[config.mk]
export PLATFORM = sky130hd
export DESIGN_NAME = uart_tx_fifo
export DESIGN_NICKNAME = d
export VERILOG_FILES = /design/src/rtl/uart_pkg.sv /design/src/rtl/uart_sync_fifo.sv /design/src/rtl/uart_tx_fifo.sv
export SDC_FILE = /design/constraint.sdc
export NUM_CORES = 1
export LEC_CHECK = 0
export ABC_AREA = 1
export BUFFER_PORTS_ARGS = -buffer_cell sky130_fd_sc_hd__buf_4
export CELL_PAD_IN_SITES_DETAIL_PLACEMENT = 2
export CELL_PAD_IN_SITES_GLOBAL_PLACEMENT = 2
export CORE_MARGIN = 2
export CORE_UTILIZATION = 42
export CTS_BUF_LIST = sky130_fd_sc_hd__clkbuf_2
export CTS_CLUSTER_SIZE = 10
export DETAILED_ROUTE_END_ITERATION = 8
export PLACE_DENSITY = 0.84
export SLEW_MARGIN = 15
export SYNTH_ARGS = -nofsm -noshare
export SYNTH_HDL_FRONTEND = slang
export SYNTH_SLANG_ARGS = --single-unit
export TNS_END_PERCENT = 20
[constraint.sdc]
create_clock -name clk -period 2.8 [get_ports clk]
set_input_delay 0.56 -clock clk [delete_from_list [all_inputs] [get_ports clk]]
set_output_delay 0.56 -clock clk [all_outputs]
set_load 0.01 [all_outputs]
[src/rtl/uart_pkg.sv]
// Shared types and constants for the UART transmit buffer.
package uart_pkg;

  localparam int UART_WORD_SIZE = 8;

  typedef enum logic [1:0] {IDLE, SEND, WAIT_BUSY, WAIT_DONE} txq_state_t;

  typedef logic [UART_WORD_SIZE-1:0] uart_word_t;

endpackage

[src/rtl/uart_sync_fifo.sv]
// Single-clock FIFO with a separate occupancy counter; head word is shown on dout.
module uart_sync_fifo #(
  parameter int WORD_SIZE = 8,
  parameter int DEPTH     = 16,
  localparam int ADDR_W   = $clog2(DEPTH),
  localparam int CNT_W    = ADDR_W + 1
) (
  input  logic                 clk,
  input  logic                 rstn,
  input  logic                 push,
  input  logic                 pop,
  input  logic                 flush,
  input  logic [WORD_SIZE-1:0] din,
  output logic [WORD_SIZE-1:0] dout,
  output logic [CNT_W-1:0]     count,
  output logic                 full,
  output logic                 empty
);

  logic [WORD_SIZE-1:0] mem_q [DEPTH];
  logic [ADDR_W-1:0]    wr_ptr_q, wr_ptr_d;
  logic [ADDR_W-1:0]    rd_ptr_q, rd_ptr_d;
  logic [CNT_W-1:0]     count_q, count_d;
  logic                 do_push, do_pop, mem_we;

  assign full  = (count_q == CNT_W'(DEPTH));
  assign empty = (count_q == '0);
  assign count = count_q;
  assign dout  = mem_q[rd_ptr_q];

  always_comb begin
    do_push  = push && !full;
    do_pop   = pop && !empty;
    mem_we   = do_push && !flush;
    wr_ptr_d = wr_ptr_q;
    rd_ptr_d = rd_ptr_q;
    count_d  = count_q;
    if (flush) begin
      wr_ptr_d = '0;
      rd_ptr_d = '0;
      count_d  = '0;
    end else begin
      if (do_push) wr_ptr_d = wr_ptr_q + ADDR_W'(1);
      if (do_pop)  rd_ptr_d = rd_ptr_q + ADDR_W'(1);
      count_d = count_q + CNT_W'(do_push) - CNT_W'(do_pop);
    end
  end

  always_ff @(posedge clk or negedge rstn) begin
    if (!rstn) begin
      wr_ptr_q <= '0;
      rd_ptr_q <= '0;
      count_q  <= '0;
    end else begin
      wr_ptr_q <= wr_ptr_d;
      rd_ptr_q <= rd_ptr_d;
      count_q  <= count_d;
    end
  end

  // Storage is not reset: a slot is only read after it has been written.
  always_ff @(posedge clk) begin
    if (mem_we) mem_q[wr_ptr_q] <= din;
  end

endmodule

[src/rtl/uart_tx_fifo.sv]
// Buffers producer words and feeds them to the uart transmitter one frame at a time.
//   state     | meaning
//   IDLE      | waiting for a queued word and an idle uart
//   SEND      | send_valid pulse with the head word on data_bits_tx
//   WAIT_BUSY | waiting for the uart to accept (tx_ready low); retry on timeout
//   WAIT_DONE | frame on the line, waiting for tx_ready to return
module uart_tx_fifo
  import uart_pkg::*;
#(
  parameter int WORD_SIZE   = UART_WORD_SIZE,
  parameter int DEPTH       = 16,
  parameter int ACK_TIMEOUT = 8,
  localparam int CNT_W      = $clog2(DEPTH) + 1
) (
  input  logic                 clk,
  input  logic                 rstn,
  input  logic                 wr_valid,
  input  logic [WORD_SIZE-1:0] wr_data,
  output logic                 wr_ready,
  input  logic                 flush,
  input  logic                 tx_ready,
  output logic                 send_valid,
  output logic [WORD_SIZE-1:0] data_bits_tx,
  output logic [CNT_W-1:0]     count,
  output logic                 empty,
  output logic                 overflow,
  output logic                 ack_err
);

  localparam int TMR_W = $clog2(ACK_TIMEOUT + 1);

  txq_state_t           state_q, state_d;
  logic [TMR_W-1:0]     timer_q, timer_d;
  logic                 send_valid_q, send_valid_d;
  logic [WORD_SIZE-1:0] data_q, data_d;
  logic                 overflow_q, overflow_d;
  logic                 ack_err_q, ack_err_d;
  logic                 pop, full;
  logic [WORD_SIZE-1:0] head;

  uart_sync_fifo #(
    .WORD_SIZE (WORD_SIZE),
    .DEPTH     (DEPTH)
  ) u_fifo (
    .clk   (clk),
    .rstn  (rstn),
    .push  (wr_valid),
    .pop   (pop),
    .flush (flush),
    .din   (wr_data),
    .dout  (head),
    .count (count),
    .full  (full),
    .empty (empty)
  );

  assign wr_ready     = !full;
  assign send_valid   = send_valid_q;
  assign data_bits_tx = data_q;
  assign overflow     = overflow_q;
  assign ack_err      = ack_err_q;

  always_comb begin
    state_d      = state_q;
    timer_d      = timer_q;
    send_valid_d = 1'b0;
    data_d       = data_q;
    pop          = 1'b0;
    ack_err_d    = ack_err_q;
    overflow_d   = overflow_q | (wr_valid & full);
    case (state_q)
      IDLE: begin
        if (!empty && tx_ready) begin
          state_d      = SEND;
          send_valid_d = 1'b1;
          data_d       = head;
        end
      end
      SEND: begin
        timer_d = '0;
        state_d = WAIT_BUSY;
      end
      WAIT_BUSY: begin
        if (!tx_ready) begin
          pop     = 1'b1;
          state_d = WAIT_DONE;
        end else if (timer_q == TMR_W'(ACK_TIMEOUT - 1)) begin
          // Head stays queued so the same word is offered again.
          ack_err_d = 1'b1;
          state_d   = IDLE;
        end else begin
          timer_d = timer_q + TMR_W'(1);
        end
      end
      WAIT_DONE: begin
        if (tx_ready) state_d = IDLE;
      end
      default: state_d = IDLE;
    endcase
    if (flush) begin
      state_d      = IDLE;
      send_valid_d = 1'b0;
      pop          = 1'b0;
    end
  end

  always_ff @(posedge clk or negedge rstn) begin
    if (!rstn) begin
      state_q      <= IDLE;
      timer_q      <= '0;
      send_valid_q <= 1'b0;
      data_q       <= '0;
      overflow_q   <= 1'b0;
      ack_err_q    <= 1'b0;
    end else begin
      state_q      <= state_d;
      timer_q      <= timer_d;
      send_valid_q <= send_valid_d;
      data_q       <= data_d;
      overflow_q   <= overflow_d;
      ack_err_q    <= ack_err_d;
    end
  end

endmodule

# Word level (Yosys, flattened, before mapping)
# Memories as Yosys holds them, arrays and structs flattened. A register that Yosys moved wholly into a read port is not among the register bits.
# Index checks and enable logic that the tools add are counted.
[totals]
mem_bits_rw = 128
wordCells = 65
in_bits = 13
memories = 1
register_bits = 22
out_inout_bits = 18
[op_classes]
n_bitwise = 2
n_eq_ne = 10
n_reduce_logical = 17
mux = 22
n_addsub = 5
[mem_list]
columns = ["memory", "words", "width", "rd", "rd_clocked_by_memory_dff", "wr", "line_no", "rtl"]
rows = [
  ["u_fifo.mem_q", 16, 8, 1, 1, 1, "uart_sync_fifo.sv:20", "logic [WORD_SIZE-1:0] mem_q [DEPTH];"],
]
[ops]
columns = ["operator", "count"]
rows = [
  ["4-bit 2-to-1 mux", 6],
  ["4-bit by 1-bit adder with 4-bit output (second input constant)", 3],
  ["2-bit 2-to-1 mux", 5],
  ["3-bit AND reduction", 3],
  ["1-bit 2-to-1 mux", 8],
  ["2-bit case mux with 4 select lines", 1],
  ["4-bit case mux with 2 select lines", 1],
  ["3-bit inequality test (second input constant)", 2],
  ["2-bit nonzero test", 3],
  ["5-bit by 1-bit adder with 5-bit output", 1],
  ["5-bit equality test (second input constant)", 1],
  ["5-bit logical NOT", 1],
  ["5-bit 2-to-1 mux", 1],
  ["5-bit by 1-bit subtractor with 5-bit output", 1],
  ["2-bit equality test (second input constant)", 2],
  ["4-bit by 3-bit equality test with 1-bit output (second input constant)", 1],
  ["1-bit logical AND", 4],
  ["1-bit logical NOT", 4],
  ["2-bit inequality test (second input constant)", 2],
  ["4-bit inequality test (second input constant)", 1],
  ["2-bit by 1-bit equality test with 1-bit output (second input constant)", 1],
  ["2-bit logical NOT", 1],
  ["2-bit AND reduction", 1],
  ["1-bit bitwise AND", 1],
  ["1-bit bitwise OR", 1],
]

# Depth between registers and ports, before layout
[depth]
ltp_word = 6
depth_mapped = 16
ltp_nobuf = 16

# Cells and area by module
# A second synthesis with hierarchy kept.
[unflattened]
hier_cells = 739
hier_area_um2 = 7258.2
[modules_own_cells]
columns = ["mod", "area_each_um2", "cells_per_inst", "seq_area_each_um2", "n_inst"]
rows = [
  ["uart_sync_fifo", 6431.2, 643, 4169.0, 1],
  ["uart_tx_fifo", 827.0, 96, 425.4, 1],
]

# Worst setup path after synthesis
# No wires, ideal clock.
[synth_path]
path_kind = "register to register"
start = "register u_fifo.count_q[3], in the netlist u_fifo.count[3]"
end = "register u_fifo.count_q[4], in the netlist u_fifo.count[4]"
arrival_time_ns = 2.307
path_stages_with_launch = 16
required_ns = 2.664
slack_ns = 0.357
n_path_buf = 0
synth_period_minus_slack_ns = 2.443
path_cell_list = "dfrtp_1 -> inv_1 -> ha_1 -> nand4_1 -> nand3_1 -> inv_1 -> ha_1 -> inv_1 -> ha_1 -> inv_1 -> fa_1 -> inv_1 -> a21oi_1 -> nor2_1 -> o21a_1 -> nor3_1"
[synth_between]
elab_chain_cells = 6
word_cells_on_any_way = 9
cone_classes = "add/sub (2); eq/ne (1); mux (1); reduce/logical (5)"
[synth_rtl]
columns = ["item", "line_no", "rtl"]
rows = [
  ["from (decl)", "uart_sync_fifo.sv:23", "logic [CNT_W-1:0] count_q, count_d;"],
  ["from (signal assigned)", "uart_sync_fifo.sv:57", "count_q <= count_d;"],
  ["5-bit equality test", "uart_sync_fifo.sv:26", "assign full = (count_q == CNT_W'(DEPTH));"],
  ["1-bit logical NOT", "uart_sync_fifo.sv:32", "do_push = push && !full;"],
  ["1-bit logical AND", "uart_sync_fifo.sv:32", ""],
  ["5-bit by 1-bit adder with 5-bit output", "uart_sync_fifo.sv:45", "count_d = count_q + CNT_W'(do_push) - CNT_W'(do_pop);"],
  ["5-bit by 1-bit subtractor with 5-bit output *", "uart_sync_fifo.sv:45", ""],
  ["5-bit 2-to-1 mux *", "uart_sync_fifo.sv:38", "if (flush) begin"],
  ["via u_fifo.count_d[4]", "uart_sync_fifo.sv:23", ""],
]
# Mark *: on every way through the listed nets, which the timed path passes. The rest lies on a longest branch.
# A chain may end at the register's enable or synchronous reset.

# Final worst setup path
[layout_path]
start = "register state_q[1]"
end = "register u_fifo.count_q[4], in the netlist u_fifo.count[4]"
[layout_between]
elab_chain_cells = 6
[layout_rtl]
columns = ["item", "line_no", "rtl"]
rows = [
  ["from (decl)", "uart_tx_fifo.sv:32", "txq_state_t state_q, state_d;"],
  ["from (signal assigned)", "uart_tx_fifo.sv:116", "state_q <= state_d;"],
  ["2-bit equality test", "uart_tx_fifo.sv:71", "case (state_q)"],
  ["1-bit 2-to-1 mux", "uart_tx_fifo.sv:71", ""],
  ["1-bit 2-to-1 mux", "uart_tx_fifo.sv:100", "if (flush) begin"],
  ["1-bit logical AND", "uart_sync_fifo.sv:33", "do_pop = pop && !empty;"],
  ["5-bit by 1-bit subtractor with 5-bit output", "uart_sync_fifo.sv:45", ""],
  ["5-bit 2-to-1 mux", "uart_sync_fifo.sv:38", ""],
  ["via u_fifo.count_d[4]", "uart_sync_fifo.sv:23", ""],
]
# The timed path passes the listed nets, and every way through them passes these cells.

==> impl_metrics.csv <==
group,metric,value,unit
global_route,grt_pass1_vias,5961,
clock_network,numCtsBuffers,17,
global_route,antenna_found_initial,0,
global_route,track_usage,0.250,
clock_network,clk-insertion-delay-late,780,ps
synthesis,syn_area,0.00707,mm^2
worst_setup_path,cp.arrival,3290,ps
synthesis,ys_seq_elements,158,
worst_setup_path,worstSetupPathType,"flop to flop",
worst_setup_path,crit_required,3520,ps
sta,relSlewSlack,0.469,
clock_network,clk_pin_slew,230,ps
run_status,outcome,"finished, final reports clean",
die,die_width,134,um
cells_and_area,num-nets-final,791,
power,power,5.61,mW
worst_hold_path,min_to,"u_fifo.mem_q[12][2]",
power,leakage,3.57,nW
clock_network,cts.sinks,158,
cells_and_area,layout_commonest_cell,"nand2_1",
detailed_routing,met3WireLength,762,um
synthesis,synth_enable_flop_cells,128,
detailed_routing,met2_length,11300,um
die,io_pins,31,
detailed_routing,vias,5181,
clock_network,cts_buffer_depth,2,
cells_and_area,area_delta_synth_final,12.8,%
die,row_count,47,
sta,worstMarginPinSlew,797,ps
synthesis,synthesis.nets,738,
detailed_routing,wire_per_inst,20.9,um
sta,fin_setup_tns,0,ps
sta,skew,24.8,ps
die,die_h,134,um
sta,hold_viol_final,0,
worst_hold_path,min_from,"wr_data[2]",
power,vdd.ir_drop.worst,0.000327,V
detailed_routing,m1WireLength,8350,um
sta,setup_viol,0,
placement,hpwl,13700,um
global_route,grt_max_degree,67,
worst_hold_path,min_delay_path_depth,1,
synthesis,seq_area_frac_synth,0.649,
die,initial_core_util,0.428,
detailed_routing,drt_pass1_iterations,4,
detailed_routing,drtIter0Drc,364,
worst_hold_path,hp-class,"input port to flop",
placement,post-place-ws,159,ps
placement,gp_congestion,0.792,
worst_setup_path,reg2reg_from,"state_q[1]",
placement,port_buffers,30,
synthesis,synthFlopType,"edfxtp_1",
sta,max_freq,388,MHz
worst_setup_path,setup.worst_path.end_class,"flop",
cells_and_area,final_cell_mix,"219 x nand2_1, 128 x edfxtp_1, 121 x inv_1",
detailed_routing,routed_wl,20900,um
detailed_routing,via_per_inst,5.19,
synthesis,synth_warnings,0,
sta,worst_slack,223,ps
worst_setup_path,cp-start-kind,"flop",
clock_network,htreeDepth,4,
synthesis,async_reset_ff_frac,0.190,
power,powerDensity,703,mW/mm^2
job,cap_violations,0,
synthesis,avgSynthCellArea,9.94,um^2
global_route,grt_first_pass_wirelength,33300,um
die,coreArea,0.0165,mm^2
sta,fin_crit,2580,ps
worst_setup_path,r2r_setup_slack,220,ps
synthesis,ys_types,30,
detailed_routing,drc,0,
cells_and_area,fillerInstances,1772,
detailed_routing,route.top_layer_used,"met4",
die,die-area,0.0179,mm^2
clock_network,cts_tree,"done",
clock_network,clock-root-buffer,"clkbuf_2",
detailed_routing,drtAntennaViolNets,0,
sta,fin_crit_sh,0.920,
worst_setup_path,worstReg2RegEnd,"u_fifo.count[4]",
worst_setup_path,critPathMaxFanout,4,
sta,drv_slew,0,
cells_and_area,n_antenna_cell,0,
global_route,grt_overflow,0,
cells_and_area,layout-drive-gt1-share,0.123,
worst_setup_path,r2r_cells,16,
synthesis,synth_cells,712,
-- cell type report --
class                      count  area, um^2  share of cell area
clock buffer                  18        90.1              0.0113
clock inverter                14         215              0.0270
inverter                     125         469              0.0588
multi-input combinational    403        1860               0.233
sequential                   158        4600               0.576
tap                          220         275              0.0345
timing repair buffer          60         473              0.0593
-- flip-flops by register name, summed over array words and instances (netlist names) --
name             count
u_fifo.wr_ptr_q      4
send_valid           1
ack_err              1
u_fifo.rd_ptr_q      4
overflow             1
timer_q              4
state_q              2
u_fifo.count         5
data_bits_tx         8
u_fifo.mem_q       128
-- timing repair --
item,CTS,global route
setup endpoints to repair,0,1
setup buffers,0,1
endpoints found under the hold margin,46,0
hold buffers,4,0
gates resized for setup,0,1
-- power breakdown --
group / leakage [nW] / switching [mW] / internal, mW / total (mW)
registers: 1.54 / 0.119 / 2.70 / 2.82
clock network: 0.166 / 0.844 / 0.682 / 1.53
logic: 1.86 / 0.801 / 0.464 / 1.26
total: 3.57 / 1.76 / 3.84 / 5.61
-- how the worst max path moves through the flow --
stage	startpoint	slack (ps)	depth (start not counted)	end
2_1_floorplan	u_fifo.count[3]	360	15	u_fifo.count[4]
3_3_place_gp	tx_ready	220	14	u_fifo.count[4]
3_5_place_dp	tx_ready	160	14	u_fifo.count[4]
4_1_cts	state_q[0]	140	15	u_fifo.count[4]
5_1_grt	state_q[0]	-30	15	u_fifo.count[4]
6_report	state_q[1]	220	16	u_fifo.count[4]
-- cell families (layout without fill, tap and decap cells) --
group                      after synthesis  after routing  synth area share
and+or+nand+nor                        368            368             0.219
DFF                                    158            158             0.649
buffers and inverters                  151            217            0.0875
AOI/OAI and AO/OA                       18             18            0.0152
adders and majority gates               13             13            0.0241
xor gates and xnor gates                 4              4           0.00495
-- cells in the mapped netlist, types with 2 or more instances --
library cell | count | share of area
clkbuf_1 | 2 | 0.0011
nand3_1 | 102 | 0.072
inv_2 | 2 | 0.0011
xor2_1 | 3 | 0.0037
a21oi_1 | 7 | 0.0050
dfrtp_1 | 30 | 0.11
buf_2 | 15 | 0.011
edfxtp_1 | 128 | 0.54
nand4_1 | 2 | 0.0018
nor2_2 | 3 | 0.0027
inv_1 | 121 | 0.064
nor3_1 | 9 | 0.0064
ha_1 | 12 | 0.021
buf_4 | 7 | 0.0074
clkinv_1 | 2 | 0.0011
o21ai_0 | 5 | 0.0035
nand2_1 | 219 | 0.12
nor2_1 | 31 | 0.016
-- metrics by stage --
step | hold slack, ps | util | area, um^2 | cells
2_1_floorplan | 264 | - | 7070 | 712
3_3_place_gp | 463 | 0.461 | 7630 | 961
3_5_place_dp | 469 | 0.461 | 7630 | 961
4_1_cts | 9.53 | 0.482 | 7970 | 997
5_1_grt | 14.0 | 0.483 | 7980 | 998
6_report | 89.0 | 0.483 | 7980 | 998
-- worst max-delay path, cell delays in order, from the launching register on --
cell	delay, ps
dfrtp_1	440
inv_2	60
nor2_2	160
inv_1	90
nor2_2	140
nand3_1	80
inv_1	100
ha_1	230
inv_1	70
ha_1	170
inv_1	60
fa_1	410
inv_1	80
a21oi_1	60
nor2_1	150
nor3_1	70
nor3_1	160
-- metal layers --
layer  vias to the layer above  track usage
met5                         -            0
met3                        42       0.0484
met4                         0       0.0969
met1                      2639        0.294
li1                       2389            -
met2                       111        0.451
(Power assumes the default switching activity.)
